==> config.mk <==
export PLATFORM = sky130hd
export DESIGN_NAME = instr_fetch_unit
export DESIGN_NICKNAME = d
export VERILOG_FILES = /design/src/rtl/instr_fetch_unit.sv
export SDC_FILE = /design/constraint.sdc
export NUM_CORES = 1
export LEC_CHECK = 0
export BUFFER_PORTS_ARGS = -buffer_cell sky130_fd_sc_hd__buf_2
export CAP_MARGIN = 20
export CORE_MARGIN = 2
export CORE_UTILIZATION = 35
export DETAILED_ROUTE_END_ITERATION = 10
export MAX_ROUTING_LAYER = met4
export PLACE_DENSITY = 0.53
export SYNTH_ARGS = -nofsm -noshare
export SYNTH_HDL_FRONTEND = slang
export SYNTH_SLANG_ARGS = --single-unit
==> constraint.sdc <==
create_clock -name clk -period 4 [get_ports clk]
set_input_delay 0.8 -clock clk [delete_from_list [all_inputs] [get_ports clk]]
set_output_delay 0.8 -clock clk [all_outputs]
set_load 0.005 [all_outputs]
==> src/rtl/instr_fetch_unit.sv <==
// Instruction fetch front end: credit-limited word fetch, in-order response FIFO, redirect flush.
// Optional opcode predecode into instr_illegal when PREDECODE_EN is defined.
module instr_fetch_unit #(
   parameter int unsigned DEPTH    = 4,
   parameter logic [31:0] RESET_PC = 32'h0000_0000,
   parameter int unsigned PC_STEP  = 4
) (
   input  logic        clk,
   input  logic        rst,
   output logic        mem_req,
   output logic [31:0] mem_addr,
   input  logic        mem_gnt,
   input  logic        mem_rvalid,
   input  logic [31:0] mem_rdata,
   output logic [31:0] instruction,
   output logic [31:0] instr_pc,
   output logic        instr_valid,
   input  logic        instr_ready,
   input  logic        redirect,
   input  logic [31:0] redirect_pc,
   output logic        instr_illegal
);

   localparam int unsigned AW = $clog2(DEPTH);
   localparam int unsigned CW = AW + 1;

   logic [31:0]   fetch_pc, resp_pc;
   logic [CW-1:0] outstanding, stale, count;
   logic [AW-1:0] wr_ptr, rd_ptr;
   logic [31:0]   data_mem [DEPTH];
   logic [31:0]   pc_mem   [DEPTH];
   logic          valid_q;
   logic [31:0]   instr_q, pc_q;

   logic          xfer, rsp, drop, push, pop, head_sel;
   logic [CW:0]   used;
   logic [31:0]   fetch_n, resp_n, redirect_word, head_data, head_pc;
   logic [CW-1:0] out_n, stale_n, count_n;
   logic [AW-1:0] wr_n, rd_n;
   logic          unused_low_bits;

   assign redirect_word   = {redirect_pc[31:2], 2'b00};
   assign unused_low_bits = ^redirect_pc[1:0];

   // Credit covers both in-flight requests and buffered entries
   assign used    = {1'b0, outstanding} + {1'b0, count};
   assign mem_req = !rst && (used < (CW+1)'(DEPTH));

   assign xfer = mem_req && mem_gnt;
   assign rsp  = mem_rvalid;
   assign drop = rsp && (stale != '0);
   assign push = rsp && (stale == '0) && !redirect;
   assign pop  = valid_q && instr_ready;

   always_comb begin
      out_n   = outstanding + CW'(xfer) - CW'(rsp);
      fetch_n = fetch_pc;
      resp_n  = resp_pc;
      stale_n = stale;
      count_n = count;
      wr_n    = wr_ptr;
      rd_n    = rd_ptr;
      if (redirect) begin
         // Everything still in flight after this edge belongs to the old stream
         fetch_n = redirect_word;
         resp_n  = redirect_word;
         stale_n = out_n;
         count_n = '0;
         wr_n    = '0;
         rd_n    = '0;
      end else begin
         if (xfer) fetch_n = fetch_pc + 32'(PC_STEP);
         if (drop) stale_n = stale - CW'(1);
         if (push) begin
            resp_n = resp_pc + 32'(PC_STEP);
            wr_n   = wr_ptr + AW'(1);
         end
         if (pop) rd_n = rd_ptr + AW'(1);
         count_n = count + CW'(push) - CW'(pop);
      end
   end

   // Next head comes from the word being written when it lands at the new read slot
   assign head_sel  = push && (wr_ptr == rd_n);
   assign head_data = head_sel ? mem_rdata : data_mem[rd_n];
   assign head_pc   = head_sel ? resp_pc   : pc_mem[rd_n];

`ifdef PREDECODE_EN
   logic ill_mem [DEPTH];
   logic ill_push, head_ill, ill_q;

   always_comb begin
      ill_push = 1'b1;
      case (mem_rdata[31:28])
         4'h0, 4'h1, 4'h2, 4'h3, 4'h4, 4'h5, 4'h6,
         4'h8, 4'hB, 4'hC, 4'hD: ill_push = 1'b0;
         default:               ill_push = 1'b1;
      endcase
   end

   assign head_ill = head_sel ? ill_push : ill_mem[rd_n];

   always_ff @(posedge clk) begin
      if (push) ill_mem[wr_ptr] <= ill_push;
   end

   always_ff @(posedge clk) begin
      if (rst)                 ill_q <= 1'b0;
      else if (count_n != '0)  ill_q <= head_ill;
      else                     ill_q <= 1'b0;
   end

   assign instr_illegal = ill_q;
`else
   assign instr_illegal = 1'b0;
`endif

   always_ff @(posedge clk) begin
      if (push) begin
         data_mem[wr_ptr] <= mem_rdata;
         pc_mem[wr_ptr]   <= resp_pc;
      end
   end

   always_ff @(posedge clk) begin
      if (rst) begin
         fetch_pc    <= RESET_PC;
         resp_pc     <= RESET_PC;
         outstanding <= '0;
         stale       <= '0;
         count       <= '0;
         wr_ptr      <= '0;
         rd_ptr      <= '0;
         valid_q     <= 1'b0;
         instr_q     <= '0;
         pc_q        <= '0;
      end else begin
         fetch_pc    <= fetch_n;
         resp_pc     <= resp_n;
         outstanding <= out_n;
         stale       <= stale_n;
         count       <= count_n;
         wr_ptr      <= wr_n;
         rd_ptr      <= rd_n;
         valid_q     <= (count_n != '0);
         if (count_n != '0) begin
            instr_q <= head_data;
            pc_q    <= head_pc;
         end
      end
   end

   assign mem_addr    = fetch_pc;
   assign instruction = instr_q;
   assign instr_pc    = pc_q;
   assign instr_valid = valid_q;

endmodule

== Word-level counts from Yosys, hierarchy flattened ==
Memories as Yosys holds them, arrays and structs flattened. A register that Yosys moved wholly into a read port is not among the register bits.
Index checks and enable logic that the tools add are counted.
Storage, ports and cells
  input port bits: 70
  memory bits (writable): 256
  word-level logic and storage cells: 49
  output and inout port bits: 99
  bits in registers: 78
  memories: 2
Memories
  data_mem: depth 4, width 32, read ports 1, clocked after memory_dff 1, write ports 1, RTL line 30  | logic [31:0] data_mem [DEPTH];
  pc_mem: depth 4, width 32, read ports 1, clocked after memory_dff 1, write ports 1, RTL line 31  | logic [31:0] pc_mem [DEPTH];
Cells by class
  add/sub/neg operators: 10
  reduce and logical (&&, ||, !) cells: 15
  muxes and demuxes: 11
  magnitude comparators: 1
Operators with widths (number)
  $mux 32: 4
  $add 32x3->32 const B: 2
  $mux 3: 3
  $add 3x1->3: 2
  $logic_and 1x1->1: 6
  $reduce_bool 2->1: 3
  $reduce_bool 3->1: 2
  $sub 3x1->3: 2
  $add 2x1->2 const B: 2
  $add 3x3->4: 1
  $lt 4x3->1 const B: 1
  $mux 2: 2
  $logic_not 3->1: 1
  $sub 3x1->3 const B: 1
  $logic_not 1->1: 2
  $mux 1: 2
  $reduce_or 2->1: 1

== Longest topological paths before layout ==
  word-level depth: 7
  depth in mapped cells: 16
  depth with buffers taken out: 14

== Least setup slack after synthesis ==
No wires, ideal clock.
  path kind: input to register
  start: input redirect
  end: register pc_q[10], in the netlist instr_pc[10], read port of pc_mem
  buffers on the path: 3
  data required time: 3.931 ns
  arrival: 3.505 ns
  path slack: 0.426 ns
  stages on the path: 15
  cells stage by stage: clkbuf_1 > inv_1 > buf_2 > nand2_1 > ha_1 > inv_1 > ha_1 > inv_1 > fa_1 > xor3_1 > o21ai_1 > a2111oi_2 > clkbuf_1 > a22oi_1 > o21ai_1
On the way
  cells in the longest elaborated chain, start to end: 6
  elaborated cells on any way between the ends: 7
RTL lines
  from (decl): RTL line 19  | input logic redirect,
  $logic_not 1->1: RTL line 52  | assign push = rsp && (stale == '0) && !redirect;
  $logic_and 1x1->1: RTL line 52
  $add 3x1->3: RTL line 79  | count_n = count + CW'(push) - CW'(pop);
  $sub 3x1->3: RTL line 79
  $mux 3: RTL line 63  | if (redirect) begin
  $reduce_bool 3->1: RTL line 146  | if (count_n != '0) begin
  to (decl): RTL line 33  | logic [31:0] instr_q, pc_q;
Several ways; a longest one is shown, not always the timed one.
A chain may end at the register's enable or synchronous reset.

== Worst setup path in the final report ==
  start: register stale[0]
  end: register instr_q[24], in the netlist instruction[24], read port of data_mem
On the way
  cells in the longest elaborated chain, start to end: 7
RTL lines
  from (decl): RTL line 28  | logic [CW-1:0] outstanding, stale, count;
  from (signal assigned): RTL line 141  | stale <= stale_n;
  $logic_not 3->1: RTL line 52
  $logic_and 1x1->1 (2 in series): RTL line 52
  $add 3x1->3: RTL line 79
  $sub 3x1->3: RTL line 79
  $mux 3: RTL line 63
  $reduce_bool 3->1: RTL line 146
  to (decl): RTL line 33
Every way passes these cells.

==> impl_metrics.tcl <==
set metrics [dict create \
    outcome "finished clean" \
    fin_crit_ns 3.64 \
    layout_commonest_cell "edfxtp_1" \
    hp-class "flip-flop to flip-flop" \
    start_util 0.356 \
    die_y_um 217 \
    drtPass1Iterations 4 \
    synthAdderAreaFrac 0.0136 \
    fin_ws_ns 0.362 \
    rows 77 \
    synth.avg_cell_area_um2 13.6 \
    via_count 9901 \
    clock_latency_ns 0.55 \
    ys.flop_type "edfxtp_1" \
    clock-sinks 384 \
    cp.required_ns 4.46 \
    cellPowerDensity_nw_per_um2 500 \
    dp_hpwl_um 22600 \
    routed_via_density 5.06 \
    nets 1418 \
    clockBufferDepth 3 \
    core_area_um2 44500 \
    hold_buffers 0 \
    grt_pass1_vias 9947 \
    muxShareOfSynthArea 0.124 \
    worstPathArrival_ns 4.10 \
    drtIter0Drc 574 \
    yosys-top-cells-area "edfxtp_1 (47%), dfxtp_1 (17%), mux2i_1 (8.0%)" \
    ys_types 54 \
    dieArea_um2 47000 \
    grt_pass1_wl_um 58200 \
    grt_start_max_net_pins 74 \
    clk_pin_slew_ns 0.06 \
    overflow 0 \
    drtAntennaViolNets 0 \
    vdd_drop_max_v 0.000267 \
    critical_path.top_delay_family "adder cells" \
    synth_xor_area_frac 0.0361 \
    cts_resized 0 \
    area_growth_pct 18.5 \
    tns_ns 0 \
    crit_type "flip-flop to flip-flop" \
    drc 0 \
    synthSimpleGateAreaFrac 0.0627 \
    timing.fmax_ghz 0.275 \
    ys_warn_count 0 \
    ioPinCount 169 \
    syn_inst 1165 \
    timing.final.crit_share 0.909 \
    critPathMaxFanout 24 \
    slew_violations 0 \
    cts_buffers 42 \
    critPathMaxStageDelay_ns 0.65 \
    cts_tree "done" \
    yosysSeqAreaShare 0.641 \
    async_reset_ff_frac 0 \
    cp_cell_sequence "inv_1 -> ha_1 -> and3b_1 -> nand2_1 -> ha_1 -> inv_1 -> ha_1 -> inv_1 -> fa_1 -> xnor3_1 -> a31oi_1 -> nor2_4 -> buf_4 -> a22oi_1 -> o21ai_0" \
    dieWidth_um 217 \
    yosys.area.top_type "edfxtp_1" \
    final_cell_mix "edfxtp_1 (248), buf_2 (161), dfxtp_1 (136)" \
    synth_top_family_by_area "multiplexers" \
    synth_area_um2 15900 \
    diodes 0 \
    hold_viol_final 0 \
    synth_edf_count 248 \
    crit_buf_inv 4 \
    slowest_stage "nor2_4" \
    place_congestion 0.791 \
    grt_usage 0.165 \
    cts_max_level 2 \
    post-cts-setup-buffer-count 0 \
    antenna_found_initial 0 \
    detailedPlace.worstSlack_ns 0.0356 \
    p_leak_nw 6.47 \
    wire_per_inst_um 19.3 \
    finalSetupViolCount 0 \
    yosys_register_bits 384 \
    slew_headroom 0.333 \
    cap_violations 0 \
    fin_skew_ns 0.0163 \
    synth_compound_area_frac 0.0930 \
    wl_um 37800 \
    cp-end-kind "flip-flop" \
    drive_gt1_frac 0.234 \
    max_slew.worst_pin.slew_ns 0.992 \
    port_buffers 161 \
    cts-root-buf "clkbuf_16" \
    worstSetupStartpointType "flip-flop" \
    synth_top_cell_area_share 0.470 \
    rsz0062_at_grt "false" \
]
## registers in the layout, indices dropped and copies added (netlist names)
name	count
resp_pc	30
rd_ptr	2
instruction	32
mem_addr	30
instr_pc	30
pc_mem	120
count	3
wr_ptr	2
outstanding	3
data_mem	128
stale	3
instr_valid	1
## where the power goes
part           internal [W]  switching (W)  total, W
registers           0.00452       0.000199   0.00472
logic              0.000487       0.000603   0.00109
clock network       0.00206        0.00152   0.00359
total               0.00708        0.00232   0.00940
## synthesized netlist by cell type, types with 3 or more instances
library cell	number
nor3_1	21
edfxtp_1	248
nand2_1	33
mux2i_1	126
buf_4	11
xnor2_1	40
nor2_1	23
o21ai_1	15
and3_1	9
ha_1	14
xor2_1	20
nand3_1	30
nand4b_1	3
and2_1	6
nor4_1	13
a31oi_1	5
nand4_1	17
clkbuf_1	45
o21ai_0	48
buf_2	10
a21boi_0	39
a211oi_1	7
a22oi_1	62
and4_1	8
o21bai_1	4
mux2_2	63
a21oi_1	33
nor2b_1	3
dfxtp_1	136
nor4b_1	3
inv_1	39
## cell type report
| class | count | area [um2] |
|---|---|---|
| fill | 4178 | 25700 |
| tap | 592 | 741 |
| inverter | 39 | 146 |
| multi-input combinational | 678 | 5290 |
| timing repair buffer | 187 | 1180 |
| clock inverter | 20 | 118 |
| clock buffer | 55 | 1140 |
| sequential | 384 | 10200 |
## kinds of logic after synthesis
family          Yosys count
other cells               1
compound gates          227
fa+ha+maj                16
flops                   384
simple gates            179
xor+xnor                 62
mux                     189
buf+inv                 107
## worst reg2reg max path: cells and delay by family, from the launching register on
family / cells / cell delay (ns)
buffers and inverters: 4 / 0.64
AND/OR/NAND/NOR: 3 / 0.95
flip-flops: 1 / 0.29
XOR/XNOR: 1 / 0.24
adder cells (fa/ha/maj): 4 / 1.06
AO/OA/AOI/OAI: 3 / 0.39
## stage by stage
stage | power, W | util | hold WS (ns) | std cells | cell area, um2
floorplan | 0.00540 | - | 0.458 | 1169 | 15900
global placement | 0.00590 | 0.394 | 0.468 | 1880 | 17500
detailed placement | 0.00592 | 0.394 | 0.475 | 1880 | 17500
CTS | 0.00955 | 0.422 | 0.450 | 1955 | 18800
global route | 0.00984 | 0.422 | 0.460 | 1955 | 18800
finish | 0.00940 | 0.422 | 0.483 | 1955 | 18800
## path summary, 6_finish.rpt
kind,endpoint,slack (ns),cells past startpoint,from
max,instruction[24],0.36,15,stale[0]
min,instruction[12],0.48,2,instruction[12]
max reg2reg,instruction[24],0.36,15,stale[0]
min reg2reg,instruction[12],0.48,2,instruction[12]
## per-layer routing
layer / GRT usage / vias up / part of all wire
met5: - / - / 0
met4: 0.0352 / 0 / 0.017
met3: 0.0347 / 56 / 0.047
met2: 0.256 / 214 / 0.45
met1: 0.225 / 4899 / 0.48
li1: - / 4732 / -
Power figures use the tool's default switching activity.
